--- src/rtl/axi_ni_request_tracker.sv ---
// Per-ID AXI request tracker for the NI: admits decoded requests, pushes the response route, counts outstanding.
// Optional source-lock admission filter enabled with macro NI_TRACKER_LOCK_EN.
`ifndef AXIIDWD
`define AXIIDWD 4
`endif
`ifndef SOURCEWD
`define SOURCEWD 8
`endif

module axi_ni_request_tracker #(
    parameter int unsigned MAX_SUPPORTED_IDS = 16,
    parameter logic [MAX_SUPPORTED_IDS-1:0] ID_MAP = MAX_SUPPORTED_IDS'(16'hFFFF),
    parameter int unsigned LOG_MAX_OUTSTANDING = 4
) (
    input  logic                         noc_clk,
    input  logic                         rst,
    input  logic                         req_valid,
    output logic                         req_ready,
    input  logic                         req_is_read,
    input  logic [`AXIIDWD-1:0]          req_id,
    input  logic [`SOURCEWD-1:0]         req_source,
    input  logic                         req_locked,
    output logic                         new_packet_type_is_read,
    output logic [`SOURCEWD-1:0]         new_message_source,
    output logic                         new_message_is_locked,
    output logic [MAX_SUPPORTED_IDS-1:0] wrr_winc,
    output logic [MAX_SUPPORTED_IDS-1:0] rdr_winc,
    input  logic [MAX_SUPPORTED_IDS-1:0] wrr_wfull,
    input  logic [MAX_SUPPORTED_IDS-1:0] rdr_wfull,
    input  logic [MAX_SUPPORTED_IDS-1:0] resp_done,
    output logic                         idle,
    output logic                         count_err
);

    localparam int unsigned N     = MAX_SUPPORTED_IDS;
    localparam int unsigned CNT_W = LOG_MAX_OUTSTANDING + 1;
    localparam logic [CNT_W-1:0] CNT_LIMIT = CNT_W'(1 << LOG_MAX_OUTSTANDING);

    typedef enum logic {IDLE = 1'b0, PUSH = 1'b1} state_t;

    state_t           state;
    state_t           state_next;
    logic [CNT_W-1:0] cnt      [N];
    logic [CNT_W-1:0] cnt_next [N];
    logic [CNT_W-1:0] cnt_sel;
    logic [N-1:0]     id_sel;
    logic [N-1:0]     push_vec;
    logic             map_ok;
    logic             fifo_full;
    logic             lock_ok;
    logic             accept;
    logic             err_next;
    logic             idle_next;
    logic             all_zero;

    assign id_sel    = N'(1) << req_id;
    assign map_ok    = |(ID_MAP & id_sel);
    assign fifo_full = req_is_read ? |(rdr_wfull & id_sel) : |(wrr_wfull & id_sel);
    assign push_vec  = wrr_winc | rdr_winc;
    assign accept    = req_valid && req_ready;

`ifdef NI_TRACKER_LOCK_EN
    logic                 lock_active;
    logic [`SOURCEWD-1:0] lock_owner;

    assign lock_ok = !lock_active || (req_source == lock_owner);

    // Lock is taken by a locked accept and released by the owner's next unlocked accept.
    always_ff @(posedge noc_clk or posedge rst) begin
        if (rst) begin
            lock_active <= 1'b0;
            lock_owner  <= '0;
        end else if (accept) begin
            if (req_locked) begin
                lock_active <= 1'b1;
                lock_owner  <= req_source;
            end else if (lock_active && (req_source == lock_owner)) begin
                lock_active <= 1'b0;
            end
        end
    end
`else
    assign lock_ok = 1'b1;
`endif

    always_ff @(posedge noc_clk or posedge rst) begin
        if (rst) state <= IDLE;
        else     state <= state_next;
    end

    always_comb begin
        state_next = state;
        req_ready  = 1'b0;
        err_next   = count_err;
        all_zero   = 1'b1;
        cnt_sel    = '0;
        for (int i = 0; i < int'(N); i++) begin
            if (id_sel[i]) cnt_sel = cnt[i];
        end
        if (state == IDLE) begin
            req_ready = map_ok && !fifo_full && (cnt_sel < CNT_LIMIT) && lock_ok;
            if (req_valid && req_ready) state_next = PUSH;
        end else begin
            state_next = IDLE;
        end
        // A push and a retire on the same ID cancel out.
        for (int i = 0; i < int'(N); i++) begin
            cnt_next[i] = cnt[i];
            if (push_vec[i] && !resp_done[i]) begin
                cnt_next[i] = cnt[i] + CNT_W'(1);
            end else if (!push_vec[i] && resp_done[i]) begin
                if (cnt[i] == '0) err_next = 1'b1;
                else              cnt_next[i] = cnt[i] - CNT_W'(1);
            end
            if (cnt_next[i] != '0) all_zero = 1'b0;
        end
        idle_next = (state_next == IDLE) && all_zero;
    end

    // Datapath registers; winc is armed on accept so it pulses during PUSH only.
    always_ff @(posedge noc_clk or posedge rst) begin
        if (rst) begin
            for (int i = 0; i < int'(N); i++) cnt[i] <= '0;
            count_err               <= 1'b0;
            idle                    <= 1'b1;
            wrr_winc                <= '0;
            rdr_winc                <= '0;
            new_packet_type_is_read <= 1'b0;
            new_message_source      <= '0;
            new_message_is_locked   <= 1'b0;
        end else begin
            for (int i = 0; i < int'(N); i++) cnt[i] <= cnt_next[i];
            count_err <= err_next;
            idle      <= idle_next;
            wrr_winc  <= (accept && !req_is_read) ? id_sel : '0;
            rdr_winc  <= (accept &&  req_is_read) ? id_sel : '0;
            if (accept) begin
                new_packet_type_is_read <= req_is_read;
                new_message_source      <= req_source;
                new_message_is_locked   <= req_locked;
            end
        end
    end

endmodule

--- config.mk ---
export PLATFORM = sky130hd
export DESIGN_NAME = axi_ni_request_tracker
export DESIGN_NICKNAME = d
export VERILOG_FILES = /design/src/rtl/axi_ni_request_tracker.sv
export SDC_FILE = /design/constraint.sdc
export NUM_CORES = 1
export LEC_CHECK = 0
export CORE_MARGIN = 4
export CORE_UTILIZATION = 35
export DETAILED_ROUTE_END_ITERATION = 12
export PLACE_DENSITY = 0.68
export SETUP_SLACK_MARGIN = 0.3
export SLEW_MARGIN = 25
export SYNTH_ARGS = -nofsm -noshare
export SYNTH_HDL_FRONTEND = slang
export SYNTH_SLANG_ARGS = --single-unit
--- constraint.sdc ---
create_clock -name noc_clk -period 4.3 [get_ports noc_clk]
set_input_delay 0.86 -clock noc_clk [delete_from_list [all_inputs] [get_ports noc_clk]]
set_output_delay 0.86 -clock noc_clk [all_outputs]
set_load 0.01 [all_outputs]
**Yosys cells after proc, flatten, opt, wreduce, memory -nomap -nowiden**

Index checks and enable logic that the tools add are counted.

- Word-level logic and storage cells: 304
- Register bits after elaboration: 125
- Bits of input ports: 65

- Reductions and logical operators: 108
- Bitwise gates (word level): 4
- Muxes and demuxes: 134
- $add $sub $neg: 32
- Shift operators: 1
- Magnitude comparators: 1

Operators by type and width:

| operator | count |
|---|---|
| 2-to-1 mux 5 bit | 64 |
| adder 5 x 1 -> 5 bit (second input constant) | 16 |
| logical NOT 5 bit | 16 |
| nonzero test 5 bit | 16 |
| subtractor 5 x 1 -> 5 bit (second input constant) | 16 |
| 2-to-1 mux 1 bit | 68 |
| OR reduction 16 bit | 3 |
| logical AND 1 bit | 39 |
| logical NOT 1 bit | 34 |
| bitwise AND 16 bit | 2 |
| 2-to-1 mux 16 bit | 2 |
| bitwise OR 16 bit | 1 |
| left shift 1 x 4 -> 16 bit (first input constant) | 1 |
| less-than comparator 5 bit (second input constant) | 1 |
| inverter 1 bit | 1 |

**Logic depth before layout (Yosys ltp)**

- Word-level depth: 50
- Gate-level depth with buffers: 10
- Depth with buffers taken out: 9

**Least setup slack after synthesis**

OpenSTA, ideal clock, no wires.

- Kind: input-to-output
- Start point: input port req_id[0]
- End point: output port req_ready
- Slack: 1.084 ns
- Required time: 3.440 ns
- Stages: 7
- Arrival time: 2.356 ns
- Path buffers: 2
- Cells stage by stage: clkbuf_1 -> buf_1 -> nor3b_1 -> a31oi_1 -> o32ai_1 -> o32a_1 -> nor2_1

- Cells in the longest elaborated chain, start to end: 20

Ends and longest elaborated chain:

| element | RTL line | text |
|---|---|---|
| start: declaration | 20 | `` input logic [`AXIIDWD-1:0] req_id, `` |
| left shift 1 x 4 -> 16 bit * | 56 | `assign id_sel = N'(1) << req_id;` |
| 2-to-1 mux 5 bit (16 in a row) | 98 | `if (id_sel[i]) cnt_sel = cnt[i];` |
| less-than comparator 5 bit | 101 | `req_ready = map_ok && !fifo_full && (cnt_sel < CNT_LIMIT) && lock_ok;` |
| logical AND 1 bit * | 101 |  |
| 2-to-1 mux 1 bit * | 100 | `if (state == IDLE) begin` |
| end: declaration | 18 | `output logic req_ready,` |

Mark *: on every way between the ends. The rest lies on a longest branch, timed or not.

**Worst setup path in the final report**

- Start point: input port req_id[3]
- End point: output port req_ready

Same word-level chain as after synthesis.

==> impl_metrics.env <==
export IMPL_setup_tns_ns=0
export IMPL_die_area_um2=25850
export IMPL_p_switching_mw=2.274
export IMPL_tightest_slew_ns=0.8081
export IMPL_synth_ff_latch_count=125
export IMPL_num_vias=7478
export IMPL_critPathTopFamily="buffers and inverters"
export IMPL_max_slew_margin=0.4567
export IMPL_ir_worst_vdd_v=0.0003742
export IMPL_antenna_diode_count=0
export IMPL_worstPathRequired_ns=3.44
export IMPL_holdBufCountCts=0
export IMPL_grt_antenna_before_repair=0
export IMPL_drt_wl_total_um=24390
export IMPL_die_w_um=160.8
export IMPL_cts_setup_buffers=0
export IMPL_synthArstFlopShare=1.000
export IMPL_min_period_over_period=0.9027
export IMPL_viasPerCell=5.678
export IMPL_nFillCells=2181
export IMPL_cp_num_buf_inv=2
export IMPL_die_h_um=160.8
export IMPL_h_tree_depth=4
export IMPL_start_util=0.3586
export IMPL_cts_root_buf="clkbuf_16"
export IMPL_synthFlopType="dfrtp_1"
export IMPL_p_int_mw=3.441
export IMPL_seq_area_frac_synth=0.3831
export IMPL_syn_instance_count=870
export IMPL_switching_share=0.3979
export IMPL_io_buffers=109
export IMPL_synth_edf_count=0
export IMPL_antenna_left=0
export IMPL_path_cells="clkdlybuf4s50_1 -> mux2_1 -> a31o_1 -> or4_1 -> o32a_1 -> nor2_2 -> clkbuf_2"
export IMPL_cts_reportedPaths_clkPinSlew_ns=0.06
export IMPL_power_mw=5.716
export IMPL_yosys_top_cells_count="dfrtp_1, nor2_1, inv_1, a21oi_1, nand2_1"
export IMPL_syn2layout_area_growth_pct=25.66
export IMPL_hold_class="register to register"
export IMPL_leakage_nw=4.161
export IMPL_synth_nets=969
export IMPL_final_max_slew_viol_count=0
export IMPL_rsz0062_at_grt="no"
export IMPL_drive_above_1_share=0.1036
export IMPL_syn_cell_area_um2=8168
export IMPL_grt_pass1_vias=7129
export IMPL_first_pass_iters=5
export IMPL_outcome="complete, no violations"
export IMPL_avgSynthCellArea_um2=9.388
export IMPL_crit_type="input port to output port"
export IMPL_synth_top_area_frac=0.3799
export IMPL_gp_congestion=0.9377
export IMPL_power_density_nw_per_um2=556.9
export IMPL_setup_ws_ns=0.4185
export IMPL_fmax_mhz=257.6
export IMPL_fin_nets=1090
export IMPL_p_seq_frac=0.363
export IMPL_crit_path_start_kind="input port"
export IMPL_dp_slack_ns=-0.06992
export IMPL_grt_max_degree=70
export IMPL_synth_area_leaders="dfrtp_1, ha_1, nor2_1"
export IMPL_clockBufferDepth=2
export IMPL_clock_latency_ns=0.42
export IMPL_max_cap_violations=0
export IMPL_finalSetupViolCount=0
export IMPL_ios=110
export IMPL_multiInputGateArea_um2=4720
export IMPL_synth_most_common_cell="dfrtp_1"
export IMPL_grt_pass1_wl_um=38550
export IMPL_cts_tree="built"
export IMPL_grt_use_total=0.1860
export IMPL_hold_viol_final=0
export IMPL_skew_ns=0.008444
export IMPL_drc=0
export IMPL_drtIter0Drc=536
export IMPL_regArea_um2=3129
export IMPL_grt_overflow=0
export IMPL_timing_final_crit_period_ns=3.882
export IMPL_synth_cell_types=93
export IMPL_crit_path_max_incr_delay_ns=0.52
export IMPL_power_frac_comb=0.393
export IMPL_clkPwrFrac=0.245
export IMPL_synth_warnings=0
export IMPL_endpoint_kind="output port"
export IMPL_post_cts_resized=5
export IMPL_worstPathArrival_ns=3.02
export IMPL_worstPathMaxFanout=2
export IMPL_place_hpwl_um=18840
export IMPL_fin_util=0.4506
export IMPL_rows=55
export IMPL_cts_sinks=125
export IMPL_yosysTopAreaCell="dfrtp_1"
export IMPL_cpMaxStageDelayCell="clkdlybuf4s50_1"
export IMPL_core_um2=22780
export IMPL_numCtsBuffers=17
export IMPL_wl_per_cell_um=18.52
==> worst register-to-register path, cell delays in order (launching register included) <==
cell and delay (ns):
dfrtp_1 0.41, inv_1 0.11, ha_1 0.20, nor4b_1 0.58, o21bai_1 0.15, xnor2_1 0.19
or4_1 0.46, or4b_1 0.49, nor4b_2 0.24, and4_1 0.25
==> kinds of logic after synthesis <==
family | after synthesis | share of synthesized area
adders and majority gates | 34 | 0.05208
AOI/OAI and AO/OA | 239 | 0.2106
DFF | 125 | 0.3831
muxes | 32 | 0.04304
xor gates and xnor gates | 17 | 0.01823
and+or+nand+nor | 340 | 0.2535
buffers and inverters | 83 | 0.03937
==> stage by stage <==
stage                     cells  hold WS (ns)  area, µm²
after global routing       1317        0.5031      10260
after global placement     1285        0.4660       9691
after detailed placement   1285        0.4765       9691
after floorplan             870        0.5044       8172
final                      1317        0.4835      10260
after CTS                  1317        0.4898      10270
==> sequential cells by signal, indices dropped and copies added (netlist names) <==
signal                   cells
cnt                         80
count_err                    1
idle                         1
new_message_is_locked        1
new_message_source           8
new_packet_type_is_read      1
rdr_winc                    16
state                        1
wrr_winc                    16
==> routing by layer <==
layer / vias to the layer above / share of wire / wire, µm / global-route usage
met2: 222 / 0.48 / 11590 / 0.3035
met3: 28 / 0.057 / 1379 / 0.04208
li1: 3551 / - / - / -
met4: 0 / 0.017 / 420 / 0.05196
met5: - / 0 / 0 / 0
met1: 3677 / 0.45 / 11000 / 0.2492
==> placed cells by master, fill, tap and decap left out, types with 15 or more instances in the layout <==
cell type	n
dfrtp_1	124
clkdlybuf4s50_1	108
nor2_1	71
inv_1	58
nand2_1	42
a21oi_1	42
ha_1	34
o21ai_0	31
nand3_1	29
nor4_1	26
nor3_1	20
xnor2_1	17
clkbuf_16	17
mux2i_1	16
o221ai_1	15
==> final cells by class <==
class / instances / area share
multi-input cells: 662 / 0.4598
flip-flops and latches: 125 / 0.3049
repair buffers: 125 / 0.1195
clock buffers: 20 / 0.04352
well taps: 313 / 0.03816
inverters: 60 / 0.02231
clock inverters: 12 / 0.01182
==> power by group through the flow <==
stage | Sequential, mW | Clock, mW | Combinational, mW
floorplan | 1.90 | 0 | 1.66
global placement | 2.06 | 0 | 2.18
detailed placement | 2.06 | 0 | 2.22
CTS | 2.05 | 1.42 | 2.24
global route | 2.14 | 1.47 | 2.48
finish | 2.07 | 1.40 | 2.25
==> worst paths after layout <==
kind                                                    from                                  end  slack (ns)  depth (start not counted)
setup / recovery                                   req_id[3]                            req_ready        0.42                          7
hold / removal             new_message_is_locked$_DFFE_PP0P_    new_message_is_locked$_DFFE_PP0P_        0.48                          1
setup reg to reg                           cnt[45]$_DFF_PP0_                       idle$_DFF_PP1_        1.15                          9
hold reg to reg            new_message_is_locked$_DFFE_PP0P_    new_message_is_locked$_DFFE_PP0P_        0.48                          1
max in group asynchronous                                rst  new_packet_type_is_read$_DFFE_PP0P_        2.59                          3
min in group asynchronous                                rst               wrr_winc[12]$_DFF_PP0_        0.88                          2
Power figures use the tool's default switching activity.
